## src/rtl/fetch_prefetch_pkg.sv

```systemverilog
// fetch_prefetch_pkg: default encodings and sizing shared by the fetch stage files.
// Latency: n/a (constants and a pure sizing function only).
// Backpressure: n/a.
package fetch_prefetch_pkg;

  localparam int unsigned DEF_XLEN     = 32;
  localparam int unsigned DEF_FQ_DEPTH = 4;
  localparam logic [31:0] DEF_PC_STEP  = 32'd4;
  localparam logic [31:0] DEF_RESET_PC = 32'h0000_0000;
  // addi x0,x0,0 -- presented to decode while nothing is queued
  localparam logic [31:0] DEF_NOP_INSN = 32'h0000_0013;

  function automatic int unsigned cnt_w(input int unsigned depth);
    return $clog2(depth + 1);
  endfunction

endpackage

```

## src/rtl/fetch_prefetch_if.sv

```systemverilog
// fetch_prefetch_if: decode/redirect handshake plus instruction-memory port of the fetch stage.
// Latency: n/a (wires only).
// Backpressure: stall from decode; memory has none (fixed 1-cycle read).
interface fetch_prefetch_if
  import fetch_prefetch_pkg::*;
#(
  parameter int unsigned XLEN     = DEF_XLEN,
  parameter int unsigned FQ_DEPTH = DEF_FQ_DEPTH
);
  logic                               stall;
  logic                               wb;
  logic [XLEN-1:0]                    pc_addr;
  logic                               imem_req;
  logic [XLEN-1:0]                    imem_addr;
  logic [XLEN-1:0]                    imem_rdata;
  logic                               ir_valid;
  logic [XLEN-1:0]                    pc_out;
  logic [XLEN-1:0]                    ir_out;
  logic [cnt_w(FQ_DEPTH)-1:0]         fq_count;

  modport master (
    input  stall, wb, pc_addr, imem_rdata,
    output imem_req, imem_addr, ir_valid, pc_out, ir_out, fq_count
  );

  modport slave (
    output stall, wb, pc_addr, imem_rdata,
    input  imem_req, imem_addr, ir_valid, pc_out, ir_out, fq_count
  );
endinterface

```

## src/rtl/fetch_fifo.sv

```systemverilog
// fetch_fifo: synchronous FIFO, power-of-two DEPTH, flush clears pointers and count.
// Latency: push visible at head the cycle after the write edge (no bypass).
// Backpressure: push when full and pop when empty are ignored; caller owns credit.
module fetch_fifo #(
  parameter  int unsigned WIDTH = 64,
  parameter  int unsigned DEPTH = 4,
  localparam int unsigned CW    = $clog2(DEPTH + 1)
) (
  input  logic             clk,
  input  logic             rst,
  input  logic             push,
  input  logic [WIDTH-1:0] push_dat,
  input  logic             pop,
  input  logic             flush,
  output logic [WIDTH-1:0] head_dat,
  output logic [CW-1:0]    count
);
  localparam int unsigned AW = $clog2(DEPTH);

  logic [WIDTH-1:0] mem [DEPTH];
  logic [AW-1:0]    wptr;
  logic [AW-1:0]    rptr;
  logic             do_push;
  logic             do_pop;

  assign do_push  = push & (count != CW'(DEPTH));
  assign do_pop   = pop & (count != '0);
  assign head_dat = mem[rptr];

  // Pointers wrap naturally; occupancy lives in count, so full/empty never alias.
  always_ff @(posedge clk) begin
    if (rst || flush) begin
      wptr  <= '0;
      rptr  <= '0;
      count <= '0;
    end else begin
      if (do_push) wptr <= wptr + AW'(1);
      if (do_pop)  rptr <= rptr + AW'(1);
      case ({do_push, do_pop})
        2'b10:   count <= count + CW'(1);
        2'b01:   count <= count - CW'(1);
        default: ;
      endcase
    end
  end

  always_ff @(posedge clk) begin
    if (do_push && !flush && !rst) mem[wptr] <= push_dat;
  end

endmodule

```

## src/rtl/fetch_prefetch.sv

```systemverilog
// fetch_prefetch: owns the fetch PC, issues sequential imem reads, queues {pc,ir} for decode.
// Latency: 2 cycles from imem_req to ir_valid; sustains 1 instr/cycle with stall=0.
// Backpressure: stall holds the head; issue stops once queued + in-flight uses every slot.
module fetch_prefetch
  import fetch_prefetch_pkg::*;
#(
  parameter int unsigned     XLEN     = DEF_XLEN,
  parameter int unsigned     FQ_DEPTH = DEF_FQ_DEPTH,
  parameter logic [XLEN-1:0] PC_STEP  = XLEN'(DEF_PC_STEP),
  parameter logic [XLEN-1:0] RESET_PC = XLEN'(DEF_RESET_PC),
  parameter logic [XLEN-1:0] NOP_INSN = XLEN'(DEF_NOP_INSN)
) (
  input logic              clk,
  input logic              rst,
  fetch_prefetch_if.master bus
);
  localparam int unsigned CW = cnt_w(FQ_DEPTH);
  localparam int unsigned OW = CW + 1;

  typedef struct packed {
    logic [XLEN-1:0] pc;
    logic [XLEN-1:0] ir;
  } entry_t;

  logic [XLEN-1:0] fetch_pc;
  logic [XLEN-1:0] pc_q;
  logic            inflight;
  logic            pop;
  logic            push;
  logic            issue;
  logic [CW-1:0]   count;
  logic [OW-1:0]   credit_use;
  entry_t          push_dat;
  entry_t          head_dat;

  assign bus.ir_valid = (count != '0);
  assign pop          = bus.ir_valid & ~bus.stall;

  // A slot is reserved at issue time, so the response push can never overflow.
  assign credit_use = OW'(count) + OW'(inflight) - OW'(pop);
  assign issue      = ~rst & ~bus.wb & (credit_use < OW'(FQ_DEPTH));

  // Response landing in a redirect cycle belongs to the old path and is dropped.
  assign push     = inflight & ~bus.wb;
  assign push_dat = '{pc: pc_q, ir: bus.imem_rdata};

  fetch_fifo #(
    .WIDTH (2 * XLEN),
    .DEPTH (FQ_DEPTH)
  ) u_fifo (
    .clk      (clk),
    .rst      (rst),
    .push     (push),
    .push_dat (push_dat),
    .pop      (pop & ~bus.wb),
    .flush    (bus.wb),
    .head_dat (head_dat),
    .count    (count)
  );

  always_ff @(posedge clk) begin
    if (rst) begin
      fetch_pc <= RESET_PC;
      pc_q     <= '0;
      inflight <= 1'b0;
    end else if (bus.wb) begin
      fetch_pc <= bus.pc_addr;
      inflight <= 1'b0;
    end else begin
      inflight <= issue;
      if (issue) begin
        fetch_pc <= fetch_pc + PC_STEP;
        pc_q     <= fetch_pc;
      end
    end
  end

  assign bus.imem_req  = issue;
  assign bus.imem_addr = fetch_pc;
  assign bus.fq_count  = count;
  assign bus.pc_out    = bus.ir_valid ? head_dat.pc : '0;
  assign bus.ir_out    = bus.ir_valid ? head_dat.ir : NOP_INSN;

endmodule

```

## src/flat_wrapper.sv

```systemverilog
// flat-port wrapper written by rule: the top's interface ports become plain ports
module fetch_prefetch_flat import fetch_prefetch_pkg::*;
#(
  parameter int unsigned     XLEN     = DEF_XLEN,
  parameter int unsigned     FQ_DEPTH = DEF_FQ_DEPTH,
  parameter logic [XLEN-1:0] PC_STEP  = XLEN'(DEF_PC_STEP),
  parameter logic [XLEN-1:0] RESET_PC = XLEN'(DEF_RESET_PC),
  parameter logic [XLEN-1:0] NOP_INSN = XLEN'(DEF_NOP_INSN)
)
  (clk, rst, bus_stall, bus_wb, bus_pc_addr, bus_imem_rdata, bus_imem_req, bus_imem_addr, bus_ir_valid, bus_pc_out, bus_ir_out, bus_fq_count);
  fetch_prefetch_if #(.XLEN(XLEN), .FQ_DEPTH(FQ_DEPTH)) bus_i ();
  input logic clk;
  input logic rst;
  input wire logic [$bits(bus_i.stall)-1:0] bus_stall;
  input wire logic [$bits(bus_i.wb)-1:0] bus_wb;
  input wire logic [$bits(bus_i.pc_addr)-1:0] bus_pc_addr;
  input wire logic [$bits(bus_i.imem_rdata)-1:0] bus_imem_rdata;
  output wire logic [$bits(bus_i.imem_req)-1:0] bus_imem_req;
  output wire logic [$bits(bus_i.imem_addr)-1:0] bus_imem_addr;
  output wire logic [$bits(bus_i.ir_valid)-1:0] bus_ir_valid;
  output wire logic [$bits(bus_i.pc_out)-1:0] bus_pc_out;
  output wire logic [$bits(bus_i.ir_out)-1:0] bus_ir_out;
  output wire logic [$bits(bus_i.fq_count)-1:0] bus_fq_count;
  assign bus_i.stall = bus_stall;
  assign bus_i.wb = bus_wb;
  assign bus_i.pc_addr = bus_pc_addr;
  assign bus_i.imem_rdata = bus_imem_rdata;
  assign bus_imem_req = bus_i.imem_req;
  assign bus_imem_addr = bus_i.imem_addr;
  assign bus_ir_valid = bus_i.ir_valid;
  assign bus_pc_out = bus_i.pc_out;
  assign bus_ir_out = bus_i.ir_out;
  assign bus_fq_count = bus_i.fq_count;
  fetch_prefetch #(.XLEN(XLEN), .FQ_DEPTH(FQ_DEPTH), .PC_STEP(PC_STEP), .RESET_PC(RESET_PC), .NOP_INSN(NOP_INSN)) u_core (.clk(clk), .rst(rst), .bus(bus_i));
endmodule
```

## config.mk

```make
export PLATFORM = sky130hd
export DESIGN_NAME = fetch_prefetch_flat
export DESIGN_NICKNAME = d
export VERILOG_FILES = /design/src/rtl/fetch_prefetch_pkg.sv /design/src/rtl/fetch_prefetch_if.sv /design/src/rtl/fetch_fifo.sv /design/src/rtl/fetch_prefetch.sv /design/src/flat_wrapper.sv
export SDC_FILE = /design/constraint.sdc
export NUM_CORES = 1
export LEC_CHECK = 0
export ABC_AREA = 1
export CAP_MARGIN = 40
export CORE_MARGIN = 1.5
export CORE_UTILIZATION = 55
export DETAILED_ROUTE_END_ITERATION = 16
export DONT_BUFFER_PORTS = 1
export HOLD_SLACK_MARGIN = 0.06
export PLACE_DENSITY = 0.7
export SYNTH_ARGS = -nofsm -noshare
export SYNTH_HDL_FRONTEND = slang
export SYNTH_SLANG_ARGS = --single-unit
```

## constraint.sdc

```tcl
create_clock -name clk -period 6.65 [get_ports clk]
set_input_delay 1.995 -clock clk [delete_from_list [all_inputs] [get_ports clk]]
set_output_delay 1.995 -clock clk [all_outputs]
set_load 0.03 [all_outputs]
```

# After elaboration in Yosys (flattened, before gate mapping)
# Memory sizes are Yosys's and may differ from the RTL's. A register that Yosys moved wholly into a read port is not among the register bits.
# Cells that the tools add are included.
[word_totals]
regBits = 72
mem_bits_rw = 256
in_bits = 68
memories = 1
[classes]
add_sub_neg = 7
order_cmp = 1
n_eq_ne = 3
n_mux = 9
n_bitwise = 10
reduce_logical = 10
[memory_table]
columns = ["memory", "words", "word_bits", "rd", "rd_ports_with_merged_regs", "wr", "line_no", "rtl"]
rows = [
  ["u_core.u_fifo.mem", 4, 64, 1, 1, 1, "fetch_fifo.sv:20", "logic [WIDTH-1:0] mem [DEPTH];"],
]
[op_table]
columns = ["cell", "count"]
rows = [
  ["$mux 32", 4],
  ["$add 32x3->32 const B", 1],
  ["$and 1x1->1", 7],
  ["$pmux 3 s2", 1],
  ["$add 2x1->2 const B", 2],
  ["$add 3x1->4", 1],
  ["$lt 4x3->1 const B", 1],
  ["$mux 2", 2],
  ["$reduce_bool 2->1", 2],
  ["$sub 4x1->4", 1],
  ["$add 3x1->3 const B", 1],
  ["$ne 3x3->1 const B", 1],
  ["$not 1->1", 3],
  ["$reduce_bool 3->1", 1],
  ["$sub 3x1->3 const B", 1],
  ["$eq 2x1->1 const B", 1],
  ["$eq 2x2->1 const B", 1],
  ["$logic_and 1x1->1", 2],
  ["$logic_not 1->1", 2],
  ["$mux 1", 2],
  ["$reduce_and 2->1", 1],
  ["$reduce_or 2->1", 1],
  ["$logic_or 1x1->1", 1],
]

# Logic depth before layout (Yosys ltp)
[depth]
ltp_word = 7
depth_mapped = 15
ltp_nobuf = 14

# Modules after synthesis
# From an unflattened synthesis, not the netlist that was laid out.
[hier_totals]
hier_cells = 1399
hier_area_um2 = 14054.7
[by_module_without_submodules]
columns = ["module", "instances", "cells_per_inst", "area_per_inst_um2", "seq_area_each_um2"]
rows = [
  ["fetch_fifo", 1, 687, 9989.6, 7867.5],
  ["fetch_prefetch", 1, 712, 4065.1, 1301.2],
]

# Worst setup path after synthesis
# Ideal clock, no wire load.
[synth_timing]
path_type = "input -> register"
from = "input port bus_wb"
to = "memory u_core.u_fifo.mem[0][0] (enable)"
setup_time_ns = 0.486
arrival_ns = 5.257
required_ns = 6.164
path_slack_ns = 0.907
cell_stages = 5
path_buffers = 2
path_cell_list = "buf_2 > clkbuf_1 > nor2_1 > nand2_1 > nor2_1"
[synth_between]
elab_chain_len = 7
elab_cells_between_ends = 8
classes_between = "2 x mux; 3 x bitwise; 3 x reduce/logical"
[synth_rtl]
columns = ["item", "line_no", "rtl"]
rows = [
  ["from (decl)", "flat_wrapper.sv:15", "input wire logic [$bits(bus_i.wb)-1:0] bus_wb;"],
  ["$not 1->1", "fetch_prefetch.sv:44", "assign push = inflight & ~bus.wb;"],
  ["$and 1x1->1", "fetch_prefetch.sv:44", ""],
  ["$and 1x1->1", "fetch_fifo.sv:26", "assign do_push = push & (count != CW'(DEPTH));"],
  ["$logic_and 1x1->1 * (2 in series)", "fetch_fifo.sv:48", "if (do_push && !flush && !rst) mem[wptr] <= push_dat;"],
  ["$mux 1 *", "fetch_fifo.sv:48", ""],
  ["$mux 1 (not written as such) *", "fetch_fifo.sv:48", ""],
  ["to (decl)", "fetch_fifo.sv:20", ""],
]
# Every way passes the cells marked *; elsewhere a longest branch is shown, timed or not.

# Worst setup path after layout
[layout_timing]
from = "input port bus_stall"
to = "output port bus_imem_req"
[layout_between]
elab_chain_len = 5
[layout_rtl]
columns = ["item", "line_no", "rtl"]
rows = [
  ["from (decl)", "flat_wrapper.sv:14", "input wire logic [$bits(bus_i.stall)-1:0] bus_stall;"],
  ["$not 1->1", "fetch_prefetch.sv:37", "assign pop = bus.ir_valid & ~bus.stall;"],
  ["$and 1x1->1", "fetch_prefetch.sv:37", ""],
  ["$sub 4x1->4", "fetch_prefetch.sv:40", "assign credit_use = OW'(count) + OW'(inflight) - OW'(pop);"],
  ["$lt 4x3->1", "fetch_prefetch.sv:41", "assign issue = ~rst & ~bus.wb & (credit_use < OW'(FQ_DEPTH));"],
  ["$and 1x1->1", "fetch_prefetch.sv:41", ""],
  ["to (decl)", "flat_wrapper.sv:18", "output wire logic [$bits(bus_i.imem_req)-1:0] bus_imem_req;"],
]
# Every way passes these cells.

==> run_results.csv <==
group,metric,value,unit
outcome,run_status,"complete, no violations",
routing,drt-total-wl,29420,µm
worst_setup_path,slowest_delay,0.35,ns
sta,fin_crit,5.332,ns
final_layout,syn2layout_area_growth,10.50,%
final_layout,num-fill-cells,1957,
synthesis,synth_cell_types,34,
worst_setup_path,critPathTopFamily,"simple AND/OR/NAND/NOR gates",
sta,rsz0062_at_grt,"no",
final_layout,final_common_cell,"nor2_1",
synthesis,ys_ff_latch,330,
final_layout,diodes,0,
sta,setup_violations,0,
routing,drc_errors,0,
synthesis,synth-adder-area-share,0.9635,%
sta,tightestPinTransition,0.8523,ns
synthesis,ys_seq_area_share,66.61,%
cts,post-cts-setup-buffers,0,
die,die-area,25990,µm²
worst_setup_path,endpoint_kind,"output port",
worst_hold_path,min_from,"u_core.pc_q[18]",
sta,fin_crit_sh,80.18,%
routing,drtIter0Drc,717,
worst_setup_path,critPathLaunchType,"primary input",
pwr,comb_power_share,3.0,%
final_layout,layout.nets,1427,
synthesis,synth-compound-area-share,10.38,%
synthesis,synth_top_family_by_area,"simple AND/OR/NAND/NOR gates",
synthesis,avgSynthCellArea,10.09,µm²
pwr,internal_power,3.392,mW
worst_setup_path,crit_arrival,3.34,ns
synthesis,synth-xor-area-share,0.6362,%
placement,place.gp.congestion,0.8516,
pwr,ir_drop,173.9,µV
worst_setup_path,worstPathCellList,"nor2_1 > ha_1 > inv_1 > ha_1 > nand3_1 > nand2_1 > nand2_1 > nand3_4 > clkinv_4",
synthesis,syn_nets,1442,
pwr,netSwitchingPower,882.7,µW
final_layout,postLayoutCellArea,15210,µm²
routing,drtAntennaViolNets,0,
cts,clockRootBuffer,"clkbuf_16",
routing,drt-pass1-iter-count,5,
final_layout,final_core_util,62.18,%
die,ios,169,
routing,num_vias,9237,
global_routing,track_usage,22.47,%
cts,cts_tree,"yes",
cts,numCtsBuffers,34,
final_layout,most-common-layout-cells,"nor2_1 (344), edfxtp_1 (256), nand2_1 (185)",
placement,numPortBuffers,0,
die,initial_utilization,56.27,%
job,drv_cap,0,
worst_setup_path,path_class,"primary input to output port",
routing,viasPerCell,5.453,
global_routing,antenna_found_initial,0,
placement,dp_hpwl,17440,µm
worst_hold_path,hp-class,"flop to flop",
synthesis,syn_inst,1364,
synthesis,yosys_warnings,0,
pwr,power_frac_seq,54.2,%
die,core,24460,µm²
cts,clockBufferDepth,3,
cts,clock_latency,0.50,ns
final_layout,multi_input_area,4069,µm²
final_layout,register_area,9174,µm²
sta,max_freq,187.5,MHz
pwr,p_leak,5.333,nW
die,fp.dieW,161.2,µm
placement,placement.cell_area,14140,µm²
sta,relSlewSlack,43.36,%
synthesis,syn_area,13770,µm²
worst_setup_path,path_buf_inv,2,
sta,finalClockSkew,0.01313,ns
synthesis,synth_mux_area_share,0,%
global_routing,grt_overflow_total,0,
global_routing,grt_pass1_wl,45570,µm
pwr,p_per_area,281.0,nW/µm²
cts,cts_num_sinks,330,
final_layout,drive_above_1_share,6.715,%
pwr,swShare,20.65,%
global_routing,grt_max_degree,82,
worst_setup_path,regToRegStartpoint,"u_core.u_fifo.count[2]",
sta,setup_tns,0,ns
sta,slew_viol_final,0,
die,num_rows,57,
worst_setup_path,critPathLaunch,"bus_stall",
pwr,pwr-share-clk,42.8,%
worst_setup_path,crit_fanout,64,
die,die_height,161.2,µm
global_routing,grt_pass1_vias,8559,
sta,hold_ws,0.5041,ns
cts,cts-resized-gates,0,
synthesis,synthSimpleGateAreaFrac,17.36,%
routing,wl_per_cell,17.37,µm
worst_setup_path,crit_slowest_cell,"clkinv_4",
cts,htree_levels,2,
cts,path_clk_slew,0.06,ns
cts,postCtsHoldBufs,0,
worst_setup_path,cp_data_required_time,4.66,ns
sta,final_hold_viol_count,0,
[state kept, by name, indices dropped and copies added, names as in the netlist, named ones only]
register and count:
u_core.bus.imem_addr 32, u_core.inflight 1, u_core.pc_q 32, u_core.u_fifo.count 3, u_core.u_fifo.mem 256, u_core.u_fifo.rptr 2
u_core.u_fifo.wptr 2
[layout make-up]
type	instances	area share [%]
multi-input cells	899	26.75
well taps	324	2.665
repair buffers	21	1.612
inverters	63	1.596
clock inverters	14	0.9706
clock buffers	43	6.095
flip-flops and latches	330	60.31
[power by group through the flow]
stage	sequential (mW)	clock, mW	combinational [mW]
after detailed placement	2.36	0	0.130
after global routing	2.32	1.94	0.147
after CTS	2.32	1.86	0.131
final	2.32	1.83	0.130
after global placement	2.36	0	0.125
after floorplan	2.35	0	0.111
[cell usage after synthesis, drive strengths merged]
master / count / area (µm²)
buf: 29 / 155.1
a21boi: 3 / 22.52
fa: 1 / 20.02
xor2: 3 / 26.28
edfxtp: 256 / 7687
ha: 9 / 112.6
nand3b: 2 / 15.01
o21ai: 159 / 795.8
clkbuf: 43 / 161.4
nor3: 1 / 16.27
xnor2: 7 / 61.31
o311ai: 3 / 26.28
o21a: 1 / 7.510
nand2: 188 / 713.2
dfxtp: 74 / 1481
a21oi: 110 / 554.3
nor2: 355 / 1360
nand4: 1 / 6.260
o31ai: 1 / 7.510
nand3: 52 / 272.8
and2: 1 / 6.260
clkinv: 1 / 8.760
o21bai: 2 / 15.01
inv: 62 / 232.7
[cell families after synthesis]
| logic type | after synthesis |
|---|---|
| simple gates | 600 |
| flops | 330 |
| compound gates | 279 |
| buf+inv | 135 |
| xor+xnor | 10 |
| fa+ha+maj | 10 |
[metal layers]
metal	vias to the layer above	part of all wire [%]	track usage, %
met3	29	7.5	5.419
met4	0	1.3	5.682
met1	4305	43	29.63
li1	4602	-	-
met2	301	48	37.60
met5	-	0	0
[final timing paths]
path	slack [ns]	cells past startpoint	to
hold / removal	0.50	0	u_core.u_fifo.mem[2][50]
setup reg to reg	3.59	14	u_core.bus.imem_addr[10]
setup / recovery	1.32	9	bus_imem_req
hold reg to reg	0.50	0	u_core.u_fifo.mem[2][50]
[through the flow]
stage                     cells  setup WS (ns)  total power, mW
after floorplan            1364         0.9070            2.457
after global placement     1630          1.326            2.485
after detailed placement   1637          1.291            2.490
after CTS                  1694          1.293            4.311
after global routing       1694          1.183            4.410
final                      1694          1.318            4.274
Note: power is estimated with default switching activity, not from simulation.
